[src/rtl/score_display.sv]
`default_nettype none
// ============================================================================
// Module      : score_display
// Description : Four-digit multiplexed seven-segment score display. A
//               synchronized binary score is saturated to 9999, converted to
//               BCD by a double-dabble FSM, and scanned onto active-low
//               anodes/segments with leading-zero blanking and a game-over
//               blink.
//               Optional feature macro: LIVES_DP_EN (lights one decimal
//               point per remaining life).
// Revision    : 1.0 - initial release
// ============================================================================
module score_display #(
  parameter logic [15:0] REFRESH_DIV = 16'd50000,
  parameter logic [23:0] BLINK_DIV   = 24'd12500000
) (
  input  logic        dispclk,
  input  logic        clr_n,
  input  logic [15:0] timealive,
  input  logic [1:0]  lives,
  output logic [6:0]  seg,
  output logic [3:0]  an,
  output logic        dp
);

  typedef enum logic [1:0] {
    IDLE  = 2'd0,
    LOAD  = 2'd1,
    SHIFT = 2'd2,
    DONE  = 2'd3
  } state_t;

  logic [15:0] ta_s1, ta_s2;
  logic [1:0]  lives_s1, lives_s2;

  state_t      state_q, state_d;
  logic [13:0] bin_q;
  logic [15:0] bcd_q;
  logic [15:0] bcd_adj;
  logic [3:0]  iter_q;
  logic [15:0] disp_q;
  logic [13:0] score_sat;

  logic [15:0] refresh_cnt;
  logic [1:0]  digit_idx;
  logic [23:0] blink_cnt;
  logic        blink_flag;

  logic [3:0]  cur_nib;
  logic        blank_digit;
  logic [6:0]  seg_next;
  logic [3:0]  an_next;

  // Two-flop synchronizers for the inputs coming from the game clock domain
  always_ff @(posedge dispclk or negedge clr_n) begin
    if (!clr_n) begin
      ta_s1    <= '0;
      ta_s2    <= '0;
      lives_s1 <= '0;
      lives_s2 <= '0;
    end else begin
      ta_s1    <= timealive;
      ta_s2    <= ta_s1;
      lives_s1 <= lives;
      lives_s2 <= lives_s1;
    end
  end

  // Scores beyond four digits pin at 9999, which also fits the 14-bit shifter
  assign score_sat = (ta_s2 > 16'd9999) ? 14'd9999 : ta_s2[13:0];

  // Double-dabble correction: any BCD nibble >= 5 gets +3 before the shift
  for (genvar i = 0; i < 4; i++) begin : g_dabble_adj
    assign bcd_adj[4*i +: 4] = (bcd_q[4*i +: 4] >= 4'd5) ?
                               (bcd_q[4*i +: 4] + 4'd3) : bcd_q[4*i +: 4];
  end

  // Converter state register
  always_ff @(posedge dispclk or negedge clr_n) begin
    if (!clr_n) state_q <= IDLE;
    else        state_q <= state_d;
  end

  // Converter next-state: a fixed 17-cycle loop with no stall conditions
  always_comb begin
    state_d = state_q;
    case (state_q)
      IDLE:    state_d = LOAD;
      LOAD:    state_d = SHIFT;
      SHIFT:   state_d = (iter_q == 4'd13) ? DONE : SHIFT;
      DONE:    state_d = IDLE;
      default: state_d = IDLE;
    endcase
  end

  // Converter datapath: capture, 14 add-3/shift steps, then publish to display
  always_ff @(posedge dispclk or negedge clr_n) begin
    if (!clr_n) begin
      bin_q  <= '0;
      bcd_q  <= '0;
      iter_q <= '0;
      disp_q <= '0;
    end else begin
      case (state_q)
        LOAD: begin
          bin_q  <= score_sat;
          bcd_q  <= '0;
          iter_q <= '0;
        end
        SHIFT: begin
          bin_q  <= {bin_q[12:0], 1'b0};
          bcd_q  <= {bcd_adj[14:0], bin_q[13]};
          iter_q <= iter_q + 4'd1;
        end
        DONE:    disp_q <= bcd_q;
        default: ;
      endcase
    end
  end

  // Refresh divider; each wrap moves the scan to the next digit
  always_ff @(posedge dispclk or negedge clr_n) begin
    if (!clr_n) begin
      refresh_cnt <= '0;
      digit_idx   <= '0;
    end else if (refresh_cnt == REFRESH_DIV - 16'd1) begin
      refresh_cnt <= '0;
      digit_idx   <= digit_idx + 2'd1;
    end else begin
      refresh_cnt <= refresh_cnt + 16'd1;
    end
  end

  // Game-over blink: runs only while no lives remain, cleared otherwise
  always_ff @(posedge dispclk or negedge clr_n) begin
    if (!clr_n) begin
      blink_cnt  <= '0;
      blink_flag <= 1'b0;
    end else if (lives_s2 != 2'd0) begin
      blink_cnt  <= '0;
      blink_flag <= 1'b0;
    end else if (blink_cnt == BLINK_DIV - 24'd1) begin
      blink_cnt  <= '0;
      blink_flag <= ~blink_flag;
    end else begin
      blink_cnt  <= blink_cnt + 24'd1;
    end
  end

  // Digit selection, leading-zero blanking and segment decode
  always_comb begin
    cur_nib     = disp_q[{digit_idx, 2'b00} +: 4];
    blank_digit = 1'b0;
    case (digit_idx)
      2'd3:    blank_digit = (disp_q[15:12] == 4'd0);
      2'd2:    blank_digit = (disp_q[15:8]  == 8'd0);
      2'd1:    blank_digit = (disp_q[15:4]  == 12'd0);
      default: blank_digit = 1'b0;
    endcase
    case (cur_nib)
      4'd0:    seg_next = 7'h40;
      4'd1:    seg_next = 7'h79;
      4'd2:    seg_next = 7'h24;
      4'd3:    seg_next = 7'h30;
      4'd4:    seg_next = 7'h19;
      4'd5:    seg_next = 7'h12;
      4'd6:    seg_next = 7'h02;
      4'd7:    seg_next = 7'h78;
      4'd8:    seg_next = 7'h00;
      4'd9:    seg_next = 7'h10;
      default: seg_next = 7'h7F;
    endcase
    if (blank_digit) seg_next = 7'h7F;
    // Gating on live lives_s2 lets scanning resume before the flag clears
    if (blink_flag && (lives_s2 == 2'd0)) an_next = 4'hF;
    else                                  an_next = ~(4'b0001 << digit_idx);
  end

  // Registered segment/anode outputs, updated together
  always_ff @(posedge dispclk or negedge clr_n) begin
    if (!clr_n) begin
      seg <= 7'h40;
      an  <= 4'hE;
    end else begin
      seg <= seg_next;
      an  <= an_next;
    end
  end

`ifdef LIVES_DP_EN
  // One decimal point per remaining life, aligned with the anode register
  always_ff @(posedge dispclk or negedge clr_n) begin
    if (!clr_n) dp <= 1'b1;
    else        dp <= (digit_idx < lives_s2) ? 1'b0 : 1'b1;
  end
`else
  assign dp = 1'b1;
`endif

endmodule
`default_nettype wire

[config.mk]
export PLATFORM = sky130hd
export DESIGN_NAME = score_display
export DESIGN_NICKNAME = d
export VERILOG_FILES = /design/src/rtl/score_display.sv
export SDC_FILE = /design/constraint.sdc
export NUM_CORES = 1
export LEC_CHECK = 0
export ABC_CLOCK_PERIOD_IN_PS = 3400
export CAP_MARGIN = 20
export CELL_PAD_IN_SITES_DETAIL_PLACEMENT = 1
export CELL_PAD_IN_SITES_GLOBAL_PLACEMENT = 2
export CORE_UTILIZATION = 44
export DETAILED_ROUTE_END_ITERATION = 10
export GPL_ROUTABILITY_DRIVEN = 0
export PLACE_DENSITY_LB_ADDON = 0.1
export REMOVE_ABC_BUFFERS = 1
export SYNTH_ARGS = -nofsm -noshare
export SYNTH_HDL_FRONTEND = slang
export SYNTH_SLANG_ARGS = --single-unit
[constraint.sdc]
create_clock -name dispclk -period 3.4 [get_ports dispclk]
set_input_delay 0.85 -clock dispclk [delete_from_list [all_inputs] [get_ports dispclk]]
set_output_delay 0.85 -clock dispclk [all_outputs]
set_load 0.005 [all_outputs]
Word level (Yosys, flattened, before mapping)
Memories as Yosys holds them, arrays and structs flattened.
Index checks and enable logic that the tools add are counted.
- flip-flop bits (word level): 142
- memory bits (read-only): 112
- output and inout bits: 12
- bits in writable memories: 0
- input bits: 20
- latch bits: 0
- memories: 1
- word-level logic and storage cells: 69
- $mul: 0
- reduce and logical (&&, ||, !) cells: 9
- multiplexer cells: 18
- bitwise gates (word level): 2
- equality and inequality tests: 9
- add/sub/neg operators: 8
- shifts and indexed selects: 2
- order comparisons: 5
- divide/modulo/power cells: 0
- memory list (memory ; words ; width ; read ports ; clocked after Yosys merged registers in ; wr ports ; RTL line ; source):
    (no name shown) ; 16 ; 7 ; 1 ; 0 ; 0 ; 160 ; case (cur_nib)
- operators by type and width (kind ; count):
    2-to-1 mux 24 bit ; 2
    one-hot mux 16 bit (2 select lines) ; 1
    one-hot mux 14 bit (2 select lines) ; 1
    adder 24 x 1 -> 24 bit, second input constant ; 1
    == test 24 bit, second input constant ; 1
    adder 16 x 1 -> 16 bit, second input constant ; 1
    == test 16 bit, second input constant ; 1
    greater-or-equal comparator 4 x 3 -> 1 bit, second input constant ; 4
    > comparator 16 x 14 -> 1 bit, second input constant ; 1
    2-to-1 mux 16 bit ; 1
    2-to-1 mux 4 bit ; 4
    indexed part select 16 x 5 -> 4 bit ; 1
    2-to-1 mux 14 bit ; 1
    adder 4 x 2 -> 4 bit, second input constant ; 3
    zero test 12 bit ; 1
    == test 2 bit, second input constant ; 4
    zero test 8 bit ; 1
    one-hot mux 2 bit (4 select lines) ; 1
    one-hot mux 4 bit (2 select lines) ; 1
    2-to-1 mux 7 bit ; 1
    nonzero test 2 bit ; 3
    adder 4 x 1 -> 4 bit, second input constant ; 1
    == test 2 x 1 -> 1 bit, second input constant ; 2
    == test 4 bit, second input constant ; 1
    other kinds (11) ; 14

Logic depth before layout (Yosys ltp)
Gate-level depths: netlist of run 1.
- depth in word-level cells: 3
- depth in mapped cells: 7
- depth with buffers taken out: 6

Least setup slack after synthesis of run 1
Ideal clock, no wire load.
- kind: register to register
- start point: reg digit_idx[1]
- end point: reg seg[3]
- slack: 1510 ps
- data arrival time: 1745 ps
- setup time: 145 ps
- path buffers: 1
- cell stages (with the launch flop): 7
- required time: 3255 ps
- period minus slack after synthesis: 1890 ps
- cells stage by stage: dfrtp_1 buf_2 mux4_2 ha_1 or2_2 a21oi_1 o21ai_0
- cells in the longest elaborated chain, start to end: 3
- elaborated cells between the ends (all ways): 7
- classes of those cells: eq/ne (3); shift (1); mux (2); memory (1)
- ends and longest elaborated chain (what ; RTL line ; source):
    start, declared ; 45 ; logic [1:0] digit_idx;
    start signal, assigned ; 128 ; digit_idx <= digit_idx + 2'd1;
    indexed part select 16 x 5 -> 4 bit (tied with other cells) ; 152 ; cur_nib = disp_q[{digit_idx, 2'b00} +: 4];
    memory (16 x 7 bit) / one-hot mux 1 bit (3 select lines) (equally long branches) ; n/a ;
    2-to-1 mux 7 bit * ; 173 ; if (blank_digit) seg_next = 7'h7F;
    named net seg_next[3] ; 51 ; logic [6:0] seg_next;
    end signal, assigned ; 185 ; seg <= seg_next;
    end, declared ; 21 ; output logic [6:0] seg,
Mark *: on every way through the listed nets, which the timed path passes. The rest lies on a longest branch.
A chain may end at the register's enable or synchronous reset.

Worst setup path after layout of run 1
- start point: reg an[1]
- end point: out an[1]
- RTL lines (what ; RTL line ; source):
    start, declared ; 22 ; output logic [3:0] an,
    start signal, assigned ; 186 ; an <= an_next;
No word-level cell between the ends.

==> flow_metrics.tcl, run 1 <==
set metrics [dict create \
    die_h_um 121 \
    io_buffers 30 \
    seq_area_um2 3560 \
    synth_top_area_frac 0.556 \
    vias 4113 \
    finalSetupViolCount 0 \
    synth.most_common_cell "dfrtp_1" \
    r2r-start "refresh_cnt[4]" \
    grt_usage 0.197 \
    tightest_slew_ps 816 \
    grt_pass1_wl_mm 22.1 \
    drive_gt1_frac 0.123 \
    fin_cells 763 \
    r2r_cells 4 \
    reg2reg_slack_ps 1310 \
    cts_resized 0 \
    synth_area_leaders "dfrtp_1 56%, ha_1 5.0%, mux2_2 3.1%, xor2_1 2.7%, o21ai_0 2.4%" \
    cp_max_fo 1 \
    worstReg2RegEnd "refresh_cnt[15]" \
    yosys_most_used_dff "dfrtp_1" \
    drv_cap 0 \
    cp_top_family "flip-flops" \
    period_share 0.676 \
    synth_edf_count 0 \
    ys_top_cells_by_count "138 x dfrtp_1, 33 x nor2_1, 30 x inv_1, 30 x o21ai_0, 29 x nand2_1" \
    hold_viol 0 \
    drt_first_pass_iters 5 \
    cts_tree "built" \
    total_power_mw 4.56 \
    ys_ff_latch 142 \
    nFillCells 1453 \
    path_cells "clkdlybuf4s50_1" \
    rsz0062_at_grt "no" \
    fin_crit_ps 2300 \
    multi_input_area_um2 2450 \
    ir_drop_v 0.000378 \
    dp_hpwl_mm 8.55 \
    grt_pass1_vias 4403 \
    path_buf_inv 1 \
    finalClockSkew_ps 10.1 \
    dp.cells 731 \
    yosys_warnings 0 \
    nets 615 \
    cp-end-kind "primary output" \
    async_flop_share 1.00 \
    hold_buffers 0 \
    grt_max_degree 75 \
    dp_slack_ps 1300 \
    max_stage_delay_ps 540 \
    wl_per_cell_um 16.7 \
    critPathArrivalTime_ps 1450 \
    clkTransAtPathRegs_ps 60 \
    synth_largest_area_cell "dfrtp_1" \
    syn_inst 536 \
    via_per_inst 5.39 \
    final_core_util 0.525 \
    clock.fmax_mhz 435 \
    grt_overflow 0 \
    status "finished clean" \
    dpl-instance-area_um2 6690 \
    coreArea_um2 13800 \
    cts_setup_buffers 0 \
    fin_setup_tns_ps 0 \
    hold_ws_ps 313 \
    ios 32 \
    cellPowerDensity_nw_per_um2 629 \
    final_max_slew_viol_count 0 \
    die_area_um2 14600 \
    die_w_um 121 \
    hold_class "input pin to asynchronous set/reset pin" \
    clock-root-buffer "clkbuf_16" \
    cp.required_ps 2550 \
    drtIter0Drc 175 \
    clockBufferDepth 2 \
    design_area_um2 7260 \
    clock_latency_ps 420 \
    num_antenna_cells 0 \
    cts_buffers 17 \
    yosysSeqAreaShare 0.573 \
    max_slew_margin 0.451 \
    num_rows 43 \
    start_kind "flip-flop" \
    routed_wirelength_mm 12.7 \
    antenna_left 0 \
    initial_core_util 0.449 \
    p_leak_nw 3.21 \
    syn_avg_cell_area_um2 11.6 \
    syn2layout_area_growth_pct 16.9 \
    cts.sinks 142 \
    antenna_found_initial 0 \
    drcViolationCount 0 \
    synth.distinct_cells 56 \
    syn_area_um2 6210 \
    worst_slack_ps 1100 \
    htreeDepth 4 \
    setup.worst_path.class "flip-flop to primary output" \
    slowest_stage "dfstp_2" \
]
-- worst max-delay path by stage --
| stage | from | endpoint | cells after the start |
|---|---|---|---|
| after global routing | an[1] | an[1] | 1 |
| after floorplan | state_q[1] | bin_q[11] | 6 |
| after CTS | an[1] | an[1] | 1 |
| after global placement | refresh_cnt[7] | refresh_cnt[15] | 4 |
| after detailed placement | blink_cnt[5] | blink_cnt[17] | 4 |
| final | an[1] | an[1] | 1 |
-- registers in the layout (all words and copies together), names as in the netlist --
signal,cells
an,4
bcd_q,16
bin_q,14
blink_cnt,24
blink_flag,1
digit_idx,2
disp_q,16
iter_q,4
lives_s1,2
lives_s2,2
refresh_cnt,16
seg,7
state_q,2
ta_s1,16
ta_s2,16
-- power by group --
part | total [mW] | switching, mW | internal (mW)
combinational | 0.748 | 0.357 | 0.392
clock | 1.77 | 0.800 | 0.973
sequential | 2.04 | 0.154 | 1.89
total | 4.56 | 1.31 | 3.25
-- kinds of logic after synthesis --
| logic type | share of synthesized area |
|---|---|
| buffers and inverters | 0.0327 |
| DFF | 0.573 |
| other | 0.000604 |
| adders and majority gates | 0.0504 |
| and+or+nand+nor | 0.143 |
| xor gates and xnor gates | 0.0437 |
| AOI/OAI and AO/OA | 0.101 |
| muxes | 0.0550 |
-- per-layer routing --
layer | GRT usage | part of all wire
met5 | 0 | 0
met4 | 0.0602 | 0.0050
met3 | 0.0538 | 0.024
met2 | 0.320 | 0.51
met1 | 0.258 | 0.46
-- area by class of cell --
class / count / area share
timing repair buffer: 35 / 0.0484
sequential: 142 / 0.490
clock buffer: 17 / 0.0586
clock inverter: 15 / 0.0190
inverter: 30 / 0.0155
multi-input combinational: 344 / 0.337
tap: 180 / 0.0310
-- layout by cell type (no fill, tap or decap), types with 17 or more instances in the layout --
master / synthesis / final
ha_1: 25 / 25
clkdlybuf4s50_1: 0 / 29
nand2_1: 29 / 29
dfrtp_1: 138 / 138
xor2_1: 19 / 19
a21oi_1: 28 / 28
nor2_1: 33 / 33
mux2_2: 17 / 17
inv_1: 30 / 30
o21ai_0: 30 / 30
clkbuf_16: 0 / 17
nand3_1: 20 / 20
Power figures use the tool's default switching activity.
==> inputs of run 2 (changes only) <==
Settings changed: ABC_CLOCK_PERIOD_IN_PS 3400 to 1900, CORE_UTILIZATION 44 to 37.
Clock period 3.4 ns to 1.9 ns, I/O delays scaled along.
==> run 2 against run 1 <==
Register-to-register slack got worse by 1200 ps. First-iteration DRC count fell by 15%. Core utilization fell by 4.8 points. Sequential share of layout area fell by 2.7 points. Die area rose by 19%. Clock skew fell by 3.2 ps. Non-clock buffer count rose by 32. Hold slack improved by 37 ps. Count of clock-buffer cells in the layout rose by 1. Largest power group unchanged.
==> flow_metrics.tcl, run 2 (same netlist as run 1, synthesis figures left out) <==
set metrics [dict create \
    finalClockSkew_ps 6.91 \
    critPathArrivalTime_ps 2160 \
    finalSetupViolCount 0 \
    hold_end "ta_s2[9]" \
    coreArea_um2 16100 \
    antenna_found_initial 0 \
    final_max_slew_viol_count 0 \
    ios 32 \
    grt_max_degree 47 \
    r2r_cells 7 \
    routed_wirelength_mm 13.9 \
    hold_viol 0 \
    fin_cells 831 \
    clock.fmax_mhz 549 \
    r2r-start "digit_idx[1]" \
    fin_crit_ps 1820 \
    grt_overflow 0 \
    cp-end-kind "flip-flop" \
    grt_pass1_vias 4665 \
    slowest_stage "mux4_2" \
    grt_pass1_wl_mm 23.8 \
    ir_drop_v 0.00106 \
    drtIter0Drc 148 \
    total_power_mw 8.59 \
    p_leak_nw 3.41 \
    dpl-instance-area_um2 6980 \
    vias 4267 \
    die_area_um2 17300 \
    cellPowerDensity_nw_per_um2 1120 \
    clkTransAtPathRegs_ps 70 \
    setup.worst_path.class "flip-flop to flip-flop" \
    grt_usage 0.175 \
    worst-path-stages 7 \
    max_stage_delay_ps 530 \
    cp_top_family "multiplexers" \
    drive_gt1_frac 0.190 \
    wl_per_cell_um 16.7 \
    nets 647 \
    design_area_um2 7680 \
    final_common_cell "dfrtp_1" \
    dp_slack_ps -31.1 \
    clockBufferDepth 2 \
    hp-start "ta_s1[9]" \
    status "finished clean" \
    largest_reg_flops 24 \
    tightest_slew_ps 617 \
    final_cell_mix "136 x dfrtp_1, 33 x nor2_1, 30 x buf_4, 29 x nand2_1, 28 x inv_1" \
    num_rows 46 \
    cp_max_fo 4 \
    reg2reg_slack_ps 80 \
    io_buffers 30 \
    antenna_left 0 \
    htreeDepth 4 \
    via_per_inst 5.13 \
    hold_class "flip-flop to flip-flop" \
    die_w_um 132 \
    initial_core_util 0.385 \
    start_kind "flip-flop" \
    path_buf_inv 2 \
    fin_setup_tns_ps 0 \
    cts_tree "built" \
    cts.sinks 142 \
    syn2layout_area_growth_pct 23.7 \
    drv_cap 0 \
    die_h_um 132 \
    drt_first_pass_iters 4 \
    path_cells "mux4_2, buf_4, inv_2, ha_2, nand2_1, a21oi_2, o21ai_2" \
    worst_slack_ps 78.4 \
    drcViolationCount 0 \
    cts_buffers 17 \
    largest-register "blink_cnt" \
    clock-root-buffer "clkbuf_16" \
    max_slew_margin 0.587 \
    dp_hpwl_mm 9.36 \
    whs_path_depth 0 \
    period_share 0.959 \
    num_antenna_cells 0 \
    dp.cells 794 \
    cp.required_ps 2240 \
    clock_latency_ps 420 \
    worstReg2RegEnd "seg[3]" \
]
==> run 2: area by class of cell <==
| type | count | area (um2) |
|---|---|---|
| Clock buffer | 18 | 439 |
| Multi-Input combinational cell | 344 | 2500 |
| Timing Repair Buffer | 67 | 634 |
| Inverter | 30 | 113 |
| Sequential cell | 142 | 3560 |
| Fill cell | 1727 | 8440 |
| Clock inverter | 14 | 160 |
| Tap cell | 216 | 270 |
==> run 2: worst reg2reg max path: stages (launching register included) <==
cell and delay [ps]:
dfrtp_2 410, mux4_2 530, buf_4 170, inv_2 70
ha_2 290, nand2_1 100, a21oi_2 70, o21ai_2 110
==> run 2: worst max path at each step <==
stage                              start           end  slack [ps]
after floorplan               state_q[1]     bin_q[11]        -450
after global placement      digit_idx[1]        seg[4]          90
after detailed placement    digit_idx[1]        seg[3]         -30
after CTS                 refresh_cnt[4]  digit_idx[0]          20
after global routing        digit_idx[1]        seg[4]         -20
final                       digit_idx[1]        seg[3]          80
==> run 2: report_power, final <==
| part | switching [mW] | total, mW | internal [mW] |
|---|---|---|---|
| registers | 0.271 | 3.65 | 3.38 |
| clock network | 1.48 | 3.39 | 1.91 |
| logic | 0.736 | 1.54 | 0.809 |
==> run 2: per-layer routing <==
layer / track usage / wire (um)
met2: 0.295 / 7090
met1: 0.218 / 6290
met4: 0.0504 / 123
met5: 0 / 0
met3: 0.0490 / 355
==> run 2: timing repair <==
| item | 4_1_cts | 5_1_grt |
|---|---|---|
| resized for setup | 9 | 21 |
| hold endpoints to repair | 14 | 0 |
| endpoints found under the setup margin | 7 | 21 |
| pin swaps | 0 | 3 |
| hold buffers | 1 | 0 |
| buffers inserted | 1 | 3 |
==> run 2: metrics by stage <==
| step | utilization | hold slack [ps] |
|---|---|---|
| detailed placement | 0.433 | 336 |
| CTS | 0.472 | 351 |
| floorplan | - | 179 |
| finish | 0.477 | 350 |
| global route | 0.477 | 357 |
| global placement | 0.433 | 334 |
==> inputs of run 3 (changes only) <==
Settings changed: PLACE_DENSITY set to 0.76, PLACE_DENSITY_LB_ADDON 0.1 to unset.
==> run 3 against run 2 <==
Clock skew increased by 1.3 ps. Hold slack got worse by 3.2 ps. Global-route usage decreased by 0.26 points. Via count increased by 0.94%. Critical endpoint unchanged. Combinational power decreased by 5%. Cell area increased by 0.20%. Highest routed layer unchanged. Flip-flop and latch count unchanged. First-iteration DRC count decreased by 1.4%. Count of clock-buffer cells in the layout increased by 1. Register-to-register slack got worse by 30 ps.
==> flow_metrics.tcl, run 3 (same netlist as run 1, synthesis figures left out) <==
set metrics [dict create \
    cp-end-kind "flip-flop" \
    finalSetupViolCount 0 \
    final_common_cell "dfrtp_1" \
    clkTransAtPathRegs_ps 60 \
    clockBufferDepth 2 \
    num_rows 46 \
    largest-register "blink_cnt" \
    cp.required_ps 2180 \
    ir_drop_v 0.000705 \
    setup.worst_path.class "flip-flop to flip-flop" \
    hold_ws_ps 347 \
    drtIter0Drc 146 \
    rsz0062_at_grt "yes" \
    drive_gt1_frac 0.183 \
    finalClockSkew_ps 8.18 \
    initial_core_util 0.385 \
    grt_overflow 0 \
    routed_wirelength_mm 13.6 \
    vias 4307 \
    grt_pass1_vias 4709 \
    grt.met1_usage 0.203 \
    top_usage_layer "met2" \
    largest_reg_flops 24 \
    cts.sinks 142 \
    clock.fmax_mhz 540 \
    final_max_slew_viol_count 0 \
    die_area_um2 17300 \
    cts_buffers 17 \
    ios 32 \
    grt_pass1_wl_mm 23.6 \
    via_per_inst 5.20 \
    cp_max_fo 4 \
    num_antenna_cells 0 \
    use_met2 0.303 \
    coreArea_um2 16100 \
    wl_per_cell_um 16.4 \
    hold_viol 0 \
    drv_cap 0 \
    hold_class "flip-flop to flip-flop" \
    grt_max_degree 41 \
    drt_first_pass_iters 4 \
    dp_hpwl_mm 9.33 \
    design_area_um2 7690 \
    cts_tree "built" \
    antenna_found_initial 0 \
    status "finished clean" \
    antenna_left 0 \
    period_share 0.975 \
    grt.met3_usage 0.0467 \
    cellPowerDensity_nw_per_um2 1120 \
    die_w_um 132 \
    final_cell_mix "136 x dfrtp_1, 33 x nor2_1, 29 x nand2_1, 29 x o21ai_0, 29 x buf_4" \
    syn2layout_area_growth_pct 24.0 \
    clock-root-buffer "clkbuf_16" \
    critPathArrivalTime_ps 2130 \
    dpl-instance-area_um2 6960 \
    nets 644 \
    htreeDepth 4 \
    die_h_um 132 \
    fin_crit_ps 1850 \
    io_buffers 30 \
    p_leak_nw 3.40 \
    clock_latency_ps 420 \
    drcViolationCount 0 \
    start_kind "flip-flop" \
    grt_usage 0.173 \
]
run 3: changes by cell type in the layout (fill, tap and decap cells not counted), moves of 3 or more:
| cell | before | now |
|---|---|---|
| o311ai_2 | 0 | 4 |
| bufinv_16 | 1 | 4 |
| o21ai_0 | 26 | 29 |
| inv_6 | 7 | 1 |
| inv_8 | 4 | 0 |
| o311ai_1 | 4 | 1 |
| clkinv_4 | 0 | 4 |
run 3: repair_timing:
item                                    CTS  global route
pin swaps                                 0             1
buffers inserted                          2             1
endpoints found under the setup margin    7            13
hold endpoints to repair                 23             0
gates resized for setup                   5            23
hold buffers                              1             0
run 3: final cells by class:
| type | count | area, um2 |
|---|---|---|
| clock buffer | 19 | 433 |
| clock inverter | 13 | 189 |
| inverter | 30 | 113 |
| sequential | 142 | 3560 |
| timing repair buffer | 64 | 604 |
| fill | 1711 | 8420 |
| tap | 216 | 270 |
| multi-input combinational | 344 | 2520 |
run 3: worst max-delay path, stage by stage (launching register included):
cell and delay [ps]:
dfrtp_2 400, mux4_2 570, ha_2 200, or2_2 320, a21oi_2 130, o21ai_0 70
run 3: per-layer routing:
| layer | vias up | share of wire |
|---|---|---|
| met5 | - | 0 |
| met4 | 0 | 0.013 |
| met3 | 15 | 0.026 |
| met2 | 45 | 0.52 |
| met1 | 2224 | 0.44 |
| li1 | 2023 | - |
run 3: report_power, final:
group / internal [mW] / switching [mW]
registers: 3.38 / 0.288
clock network: 2.20 / 1.28
logic: 0.763 / 0.711
total: 6.34 / 2.28
run 3: path summary, 6_finish.rpt:
check,start,to,slack (ps),cells after the start
setup / recovery,digit_idx[1],seg[3],50,5
hold / removal,ta_s1[15],ta_s2[15],350,0
setup reg to reg,digit_idx[1],seg[3],50,5
hold reg to reg,ta_s1[15],ta_s2[15],350,0
max in group asynchronous,clr_n,bin_q[5],800,3
min in group asynchronous,clr_n,ta_s2[15],510,2
run 3: metrics by stage:
stage,total power [mW],utilization,instances,TNS [ps],worst slack [ps]
after global routing,9.06,0.477,828,-74.9,-52.3
after detailed placement,5.09,0.432,792,-127,-95.1
after CTS,8.67,0.472,827,0,5.88
after floorplan,4.53,-,516,-7870,-449
final,8.62,0.477,828,0,47.3
after global placement,4.99,0.432,792,0,71.5
